--- src/rtl/alu_secuencial_if.sv ---
// Handshake and operand/result bundle between the UART-side registers and the sequential ALU.
// The master drives the request and operands; the slave (the ALU) returns status and results.
interface alu_secuencial_if #(
    parameter int N_BITS = 8,
    parameter int N_OP   = 6
);
    logic              i_start;
    logic [N_BITS-1:0] i_a;
    logic [N_BITS-1:0] i_b;
    logic [N_OP-1:0]   i_op;
    logic              o_busy;
    logic              o_done;
    logic [N_BITS-1:0] o_result;
    logic [3:0]        o_flags;

    modport master (
        output i_start, i_a, i_b, i_op,
        input  o_busy, o_done, o_result, o_flags
    );

    modport slave (
        input  i_start, i_a, i_b, i_op,
        output o_busy, o_done, o_result, o_flags
    );
endinterface

--- src/rtl/alu_secuencial.sv ---
// Registered MIPS-funct ALU with start/done handshake, {Z,N,C,V} flags and
// multi-cycle signed shift-add multiply and restoring divide on operand magnitudes.
module alu_secuencial #(
    parameter int N_BITS   = 8,
    parameter int N_OP     = 6,
    parameter int CNT_BITS = $clog2(N_BITS) + 1
) (
    input logic          i_clk,
    input logic          i_reset,
    alu_secuencial_if.slave bus
);

    localparam logic [N_OP-1:0] OP_ADD = N_OP'(6'b100000);
    localparam logic [N_OP-1:0] OP_SUB = N_OP'(6'b100010);
    localparam logic [N_OP-1:0] OP_AND = N_OP'(6'b100100);
    localparam logic [N_OP-1:0] OP_OR  = N_OP'(6'b100101);
    localparam logic [N_OP-1:0] OP_XOR = N_OP'(6'b100110);
    localparam logic [N_OP-1:0] OP_NOR = N_OP'(6'b100111);
    localparam logic [N_OP-1:0] OP_SRA = N_OP'(6'b000011);
    localparam logic [N_OP-1:0] OP_SRL = N_OP'(6'b000010);
    localparam logic [N_OP-1:0] OP_SLL = N_OP'(6'b000000);
    localparam logic [N_OP-1:0] OP_MUL = N_OP'(6'b011000);
    localparam logic [N_OP-1:0] OP_DIV = N_OP'(6'b011010);

    localparam logic [N_BITS-1:0] MOST_NEG = {1'b1, {(N_BITS-1){1'b0}}};

    typedef enum logic [1:0] {
        IDLE,
        RUN,
        FINISH
    } state_t;

    state_t                state_q;
    logic [CNT_BITS-1:0]   cnt_q;
    logic                  busy_q;
    logic                  done_q;
    logic [N_BITS-1:0]     result_q;
    logic [3:0]            flags_q;
    logic                  isDiv_q;
    logic                  negRes_q;
    logic                  divZero_q;
    logic                  divOvf_q;
    logic [2*N_BITS-1:0]   acc_q;
    logic [2*N_BITS-1:0]   mcand_q;
    logic [N_BITS-1:0]     work_q;

    logic [N_BITS:0]       sumExt;
    logic [N_BITS-1:0]     diff;
    logic                  bigShift;
    logic [N_BITS-1:0]     aluRes;
    logic                  aluC;
    logic                  aluV;
    logic                  opIsMul;
    logic                  opIsDiv;
    logic [N_BITS-1:0]     absA;
    logic [N_BITS-1:0]     absB;

    logic [2*N_BITS-1:0]   accStep;
    logic [2*N_BITS-1:0]   mcandStep;
    logic [N_BITS-1:0]     workStep;
    logic [N_BITS:0]       remShift;
    logic                  qBit;
    logic [2*N_BITS-1:0]   prodFull;
    logic [N_BITS-1:0]     quoSigned;
    logic [N_BITS-1:0]     finalRes;
    logic                  finalV;

    assign opIsMul = (bus.i_op == OP_MUL);
    assign opIsDiv = (bus.i_op == OP_DIV);
    assign absA    = bus.i_a[N_BITS-1] ? (~bus.i_a + 1'b1) : bus.i_a;
    assign absB    = bus.i_b[N_BITS-1] ? (~bus.i_b + 1'b1) : bus.i_b;

    // Single-cycle datapath works straight off the live operands; it only matters on an accepted start.
    always_comb begin
        sumExt   = {1'b0, bus.i_a} + {1'b0, bus.i_b};
        diff     = bus.i_a - bus.i_b;
        bigShift = (bus.i_b >= N_BITS'(N_BITS));
        aluRes   = '0;
        aluC     = 1'b0;
        aluV     = 1'b0;
        case (bus.i_op)
            OP_ADD: begin
                aluRes = sumExt[N_BITS-1:0];
                aluC   = sumExt[N_BITS];
                aluV   = (bus.i_a[N_BITS-1] == bus.i_b[N_BITS-1]) &&
                         (sumExt[N_BITS-1] != bus.i_a[N_BITS-1]);
            end
            OP_SUB: begin
                aluRes = diff;
                aluC   = (bus.i_a < bus.i_b);
                aluV   = (bus.i_a[N_BITS-1] != bus.i_b[N_BITS-1]) &&
                         (diff[N_BITS-1] != bus.i_a[N_BITS-1]);
            end
            OP_AND: aluRes = bus.i_a & bus.i_b;
            OP_OR:  aluRes = bus.i_a | bus.i_b;
            OP_XOR: aluRes = bus.i_a ^ bus.i_b;
            OP_NOR: aluRes = ~(bus.i_a | bus.i_b);
            OP_SLL: aluRes = bigShift ? '0 : (bus.i_a << bus.i_b);
            OP_SRL: aluRes = bigShift ? '0 : (bus.i_a >> bus.i_b);
            OP_SRA: aluRes = bigShift ? {N_BITS{bus.i_a[N_BITS-1]}}
                                      : N_BITS'($signed(bus.i_a) >>> bus.i_b);
            default: aluRes = '0;
        endcase
    end

    // One shift-add or restore-subtract step; for divide acc holds the partial remainder,
    // mcand the divisor and work the dividend bits shifting into quotient bits.
    always_comb begin
        accStep   = acc_q;
        mcandStep = mcand_q << 1;
        workStep  = work_q >> 1;
        remShift  = '0;
        qBit      = 1'b0;
        if (isDiv_q) begin
            remShift = {acc_q[N_BITS-1:0], work_q[N_BITS-1]};
            if (remShift >= {1'b0, mcand_q[N_BITS-1:0]}) begin
                remShift = remShift - {1'b0, mcand_q[N_BITS-1:0]};
                qBit     = 1'b1;
            end
            accStep   = {{N_BITS{1'b0}}, remShift[N_BITS-1:0]};
            mcandStep = mcand_q;
            workStep  = {work_q[N_BITS-2:0], qBit};
        end else if (work_q[0]) begin
            accStep = acc_q + mcand_q;
        end
    end

    // FINISH performs the last iteration together with sign correction.
    always_comb begin
        prodFull  = negRes_q ? (~accStep + 1'b1) : accStep;
        quoSigned = negRes_q ? (~workStep + 1'b1) : workStep;
        if (isDiv_q) begin
            finalRes = divZero_q ? '0 : quoSigned;
            finalV   = divZero_q | divOvf_q;
        end else begin
            finalRes = prodFull[N_BITS-1:0];
            finalV   = !((&prodFull[2*N_BITS-1:N_BITS-1]) || (~|prodFull[2*N_BITS-1:N_BITS-1]));
        end
    end

    always_ff @(posedge i_clk) begin
        if (i_reset) begin
            state_q   <= IDLE;
            cnt_q     <= '0;
            busy_q    <= 1'b0;
            done_q    <= 1'b0;
            result_q  <= '0;
            flags_q   <= '0;
            isDiv_q   <= 1'b0;
            negRes_q  <= 1'b0;
            divZero_q <= 1'b0;
            divOvf_q  <= 1'b0;
            acc_q     <= '0;
            mcand_q   <= '0;
            work_q    <= '0;
        end else begin
            done_q <= 1'b0;
            case (state_q)
                IDLE: begin
                    if (bus.i_start) begin
                        if (opIsMul || opIsDiv) begin
                            isDiv_q   <= opIsDiv;
                            negRes_q  <= bus.i_a[N_BITS-1] ^ bus.i_b[N_BITS-1];
                            divZero_q <= (bus.i_b == '0);
                            divOvf_q  <= (bus.i_a == MOST_NEG) && (bus.i_b == '1);
                            acc_q     <= '0;
                            mcand_q   <= {{N_BITS{1'b0}}, (opIsDiv ? absB : absA)};
                            work_q    <= opIsDiv ? absA : absB;
                            cnt_q     <= CNT_BITS'(N_BITS);
                            busy_q    <= 1'b1;
                            state_q   <= RUN;
                        end else begin
                            result_q <= aluRes;
                            flags_q  <= {(aluRes == '0), aluRes[N_BITS-1], aluC, aluV};
                            done_q   <= 1'b1;
                        end
                    end
                end
                RUN: begin
                    acc_q   <= accStep;
                    mcand_q <= mcandStep;
                    work_q  <= workStep;
                    cnt_q   <= cnt_q - 1'b1;
                    if (cnt_q == CNT_BITS'(2)) begin
                        state_q <= FINISH;
                    end
                end
                FINISH: begin
                    cnt_q    <= cnt_q - 1'b1;
                    result_q <= finalRes;
                    flags_q  <= {(finalRes == '0), finalRes[N_BITS-1], 1'b0, finalV};
                    done_q   <= 1'b1;
                    busy_q   <= 1'b0;
                    state_q  <= IDLE;
                end
                default: state_q <= IDLE;
            endcase
        end
    end

    assign bus.o_busy   = busy_q;
    assign bus.o_done   = done_q;
    assign bus.o_result = result_q;
    assign bus.o_flags  = flags_q;

endmodule

--- src/flat_wrapper.sv ---
// flat-port wrapper written by rule: the top's interface ports become plain ports
module alu_secuencial_flat 
#(
    parameter int N_BITS   = 8,
    parameter int N_OP     = 6,
    parameter int CNT_BITS = $clog2(N_BITS) + 1
)
  (i_clk, i_reset, bus_i_start, bus_i_a, bus_i_b, bus_i_op, bus_o_busy, bus_o_done, bus_o_result, bus_o_flags);
  alu_secuencial_if #(.N_BITS(N_BITS), .N_OP(N_OP)) bus_i ();
  input logic i_clk;
  input logic i_reset;
  input wire logic [$bits(bus_i.i_start)-1:0] bus_i_start;
  input wire logic [$bits(bus_i.i_a)-1:0] bus_i_a;
  input wire logic [$bits(bus_i.i_b)-1:0] bus_i_b;
  input wire logic [$bits(bus_i.i_op)-1:0] bus_i_op;
  output wire logic [$bits(bus_i.o_busy)-1:0] bus_o_busy;
  output wire logic [$bits(bus_i.o_done)-1:0] bus_o_done;
  output wire logic [$bits(bus_i.o_result)-1:0] bus_o_result;
  output wire logic [$bits(bus_i.o_flags)-1:0] bus_o_flags;
  assign bus_i.i_start = bus_i_start;
  assign bus_i.i_a = bus_i_a;
  assign bus_i.i_b = bus_i_b;
  assign bus_i.i_op = bus_i_op;
  assign bus_o_busy = bus_i.o_busy;
  assign bus_o_done = bus_i.o_done;
  assign bus_o_result = bus_i.o_result;
  assign bus_o_flags = bus_i.o_flags;
  alu_secuencial #(.N_BITS(N_BITS), .N_OP(N_OP), .CNT_BITS(CNT_BITS)) u_core (.i_clk(i_clk), .i_reset(i_reset), .bus(bus_i));
endmodule
--- config.mk ---
export PLATFORM = sky130hd
export DESIGN_NAME = alu_secuencial_flat
export DESIGN_NICKNAME = d
export VERILOG_FILES = /design/src/rtl/alu_secuencial_if.sv /design/src/rtl/alu_secuencial.sv /design/src/flat_wrapper.sv
export SDC_FILE = /design/constraint.sdc
export NUM_CORES = 1
export LEC_CHECK = 0
export BUFFER_PORTS_ARGS = -buffer_cell sky130_fd_sc_hd__buf_2
export CORE_UTILIZATION = 55
export CTS_CLUSTER_DIAMETER = 30
export DETAILED_ROUTE_END_ITERATION = 12
export HOLD_SLACK_MARGIN = 0.02
export PLACE_DENSITY = 0.74
export SLEW_MARGIN = 30
export SYNTH_ARGS = -nofsm -noshare
export SYNTH_HDL_FRONTEND = slang
export SYNTH_SLANG_ARGS = --single-unit
--- constraint.sdc ---
create_clock -name i_clk -period 4.8 [get_ports i_clk]
set_clock_uncertainty 0.15 [all_clocks]
set_input_delay 0 -clock i_clk [delete_from_list [all_inputs] [get_ports i_clk]]
set_output_delay 0 -clock i_clk [all_outputs]
set_load 0.03 [all_outputs]
==> flow_summary.yaml <==
synthesis:
  syn_nets: 1099
  yosys.area_share.xor_xnor_pct: 5.23
  synth_top_family_by_area: "compound AO/OA/AOI/OAI gates"
  synth_cell_types: 91
  synth.area.mux_share_pct: 5.05
  synth_cells: 1013
  yosys.area_share.adder_pct: 10.5
  synth-edff-count: 0
  synthFlopType: "dfxtp_1"
  avgSynthCellArea_um2: 7.43
  yosys_register_bits: 63
  yosysSeqAreaShare_pct: 16.7
  synth_area_leaders: "dfxtp_1 (17%), ha_1 (9.5%), nor2_1 (6.2%)"
  synth-compound-area-share_pct: 34.1
  synth_warnings: 0
  async_flop_share_pct: 0
  synth_top_cell_area_share_pct: 16.7
  post_synth_and_or_nand_nor_area_fraction_pct: 22.4
  synth_area_um2: 7530
  synth_largest_area_cell: "dfxtp_1"
floorplanning:
  die_x_um: 119
  die_h_um: 119
  die_area_um2: 14200
  io_pins: 39
  start_util_pct: 56.6
  core-area_um2: 13300
  rows: 42
finish:
  drive_gt1_share_pct: 11.8
  stdcell_area_um2: 8170
  antenna_cells: 0
  areaGrowthSynthToFinish_pct: 8.49
  fillerInstances: 1236
  nNetsFinal: 1102
  postLayoutCoreUtil_pct: 61.4
worst_setup_path:
  worst_setup_path_end_kind: "register"
  crit_end: "u_core.bus.o_flags[0]"
  r2r_cells: 14
  cp_top_family: "simple AND/OR/NAND/NOR gates"
  reg2reg_slack_ns: 0.40
  arrival_ns: 4.48
  cp_num_buf_inv: 1
  cpMostUsedCell: "ha_1"
  path_max_fanout: 8
  worst-path-stages: 14
  slowest_stage: "or4_4"
  crit-reg2reg-launch: "u_core.mcand_q[5]"
  crit_chain: "inv_1 -> ha_1 -> and4b_1 -> a221o_1 -> a21oi_2 -> o311a_1 -> ha_1 -> nand3_4 -> or4_4 -> or4_1 -> o211ai_2 -> nand4_1 -> a21oi_1 -> o31ai_1"
  crit_start: "u_core.mcand_q[5]"
  rr_endpoint: "u_core.bus.o_flags[0]"
  critPathLaunchType: "register"
  crit_required_ns: 4.88
  worstSetupPathType: "reg -> reg"
  worst_path_largest_cell_delay_ns: 0.59
sta:
  fin_crit_ns: 4.40
  rsz0062_at_grt: "no"
  timing.final.crit_share_pct: 91.8
  drv_slew: 0
  setup_viol: 0
  worst_pin_slew_ns: 0.942
  clock.fmax_mhz: 227
  maxSlewHeadroom_pct: 36.6
  worst_slack_ns: 0.395
  tns_ns: 0
  final_hold_viol_count: 0
detailed_routing:
  via_per_inst: 6.71
  met2WireLength_um: 9930
  wl_met1_um: 10700
  ant_nets: 0
  routed_wl_um: 23600
  drc: 0
  via_count: 8023
  firstDrtPassIters: 5
  top_layer_used: "met4"
  routedWlPerCell_um: 19.7
  drt_iter0_markers: 1001
  dr_wl_met3_um: 2190
pwr:
  p_leak_nw: 3.32
  irDropWorstVdd_v: 0.000248
  power_w: 0.00167
  pwr_density_cell_nw_per_um2: 204
placement:
  portBuffers: 38
  placed_area_um2: 7790
  gp_congestion: 0.992
  place_hpwl_um: 17500
  dp_slack_ns: 0.451
run_status:
  outcome: "finished, final reports clean"
clock_network:
  post_cts_buffers: 0
  cts_buffer_depth: 2
  cts_tree: "done"
  cts_htree_levels: 3
  cts_made_buffers: 9
  clkLatencyLatePin_ns: 0.34
  cts_sinks: 63
  cts_root_buf: "clkbuf_16"
  clkSlewWorstSetupHoldPaths_ns: 0.06
global_routing:
  antenna_found_initial: 0
  overflow: 0
  grt_pass1_vias: 7468
  grt_pass1_wl_um: 38700
  grt_usage_pct: 34.2
  grt_max_degree: 61
hold_path:
  hold_class: "in -> reg"
job:
  max-cap-violations: 0
[Yosys cell counts (15+ instances only)]
cell and count:
a211oi_1 47, a21oi_1 77, a22oi_1 21, clkbuf_1 49, dfxtp_1 63, ha_1 57, inv_1 48, mux2i_1 20
nand2_1 73, nand2b_1 15, nand3_1 23, nor2_1 124, nor3_1 31, o21ai_0 45, xnor2_1 32
[layer usage]
metal | global-route usage [%] | vias up
li1 | - | 3840
met1 | 47.8 | 3717
met2 | 50.0 | 400
met3 | 7.90 | 66
met4 | 14.5 | 0
met5 | 0 | -
[state kept, by name, indices dropped and copies added (netlist names), 2 cells and up]
name and cells:
u_core.acc_q 16, u_core.mcand_q 16, u_core.work_q 8, u_core.bus.o_result 7, u_core.bus.o_flags 4, u_core.cnt_q 4, u_core.state_q 2
[power by group]
group	switching, W	internal [W]	leakage (nW)
Clock	0.000240	0.000464	0.155
Sequential	0.00000912	0.000536	0.509
Combinational	0.000272	0.000145	2.66
[metrics by stage]
step | hold WS [ns] | cells
after floorplan | 0.0976 | 1013
after global placement | 0.290 | 1175
after detailed placement | 0.292 | 1175
after CTS | 0.0688 | 1195
after global routing | 0.136 | 1196
final | 0.0818 | 1196
[layout by cell type (no fill, tap or decap), types with 20 or more instances in the layout]
cell type	netlist	routed
a22oi_1	21	21
xnor2_1	32	32
inv_1	48	48
a21oi_1	77	76
nand2_1	73	73
o21ai_0	45	45
dfxtp_1	63	63
mux2i_1	20	20
buf_2	5	38
nor2_1	124	124
nor3_1	31	31
a211oi_1	47	47
nand3_1	23	23
ha_1	57	57
[worst reg2reg max path, stage by stage (launching register included)]
cell and delay (ns):
dfxtp_1 0.36, inv_1 0.08, ha_1 0.38, and4b_1 0.30, a221o_1 0.41, a21oi_2 0.40, o311a_1 0.31, ha_1 0.27
nand3_4 0.11, or4_4 0.59, or4_1 0.53, o211ai_2 0.08, nand4_1 0.10, a21oi_1 0.14, o31ai_1 0.08
[repair_timing]
action                    in CTS  in global routing
resized for setup              0                  0
hold endpoints to repair       3                  0
hold buffers                   5                  0
[cell families (layout without fill, tap and decap cells)]
family / Yosys count / after routing
DFF: 63 / 63
AOI/OAI and AO/OA: 352 / 352
muxes: 33 / 33
adders and majority gates: 61 / 61
xor gates and xnor gates: 45 / 45
buffers and inverters: 115 / 122
and+or+nand+nor: 344 / 344
[worst min-delay path by stage]
stage,from,endpoint,slack [ns],cells past startpoint
after detailed placement,u_core.divZero_q,u_core.divZero_q,0.29,2
final,bus_i_op[1],u_core.isDiv_q,0.08,3
after floorplan,bus_i_a[0],u_core.mcand_q[0],0.1,4
after global placement,u_core.divZero_q,u_core.divZero_q,0.29,2
after CTS,bus_i_op[1],u_core.isDiv_q,0.07,3
after global routing,bus_i_op[1],u_core.isDiv_q,0.14,3
[final cells by class]
| cell class | count | area, um^2 | area share [%] |
|---|---|---|---|
| clock buffers | 11 | 243 | 2.97 |
| clock inverters | 4 | 70.1 | 0.858 |
| inverters | 50 | 188 | 2.30 |
| multi-input cells | 835 | 5840 | 71.5 |
| repair buffers | 57 | 349 | 4.27 |
| flip-flops and latches | 63 | 1260 | 15.4 |
| well taps | 176 | 220 | 2.70 |
Power figures use the tool's default switching activity.
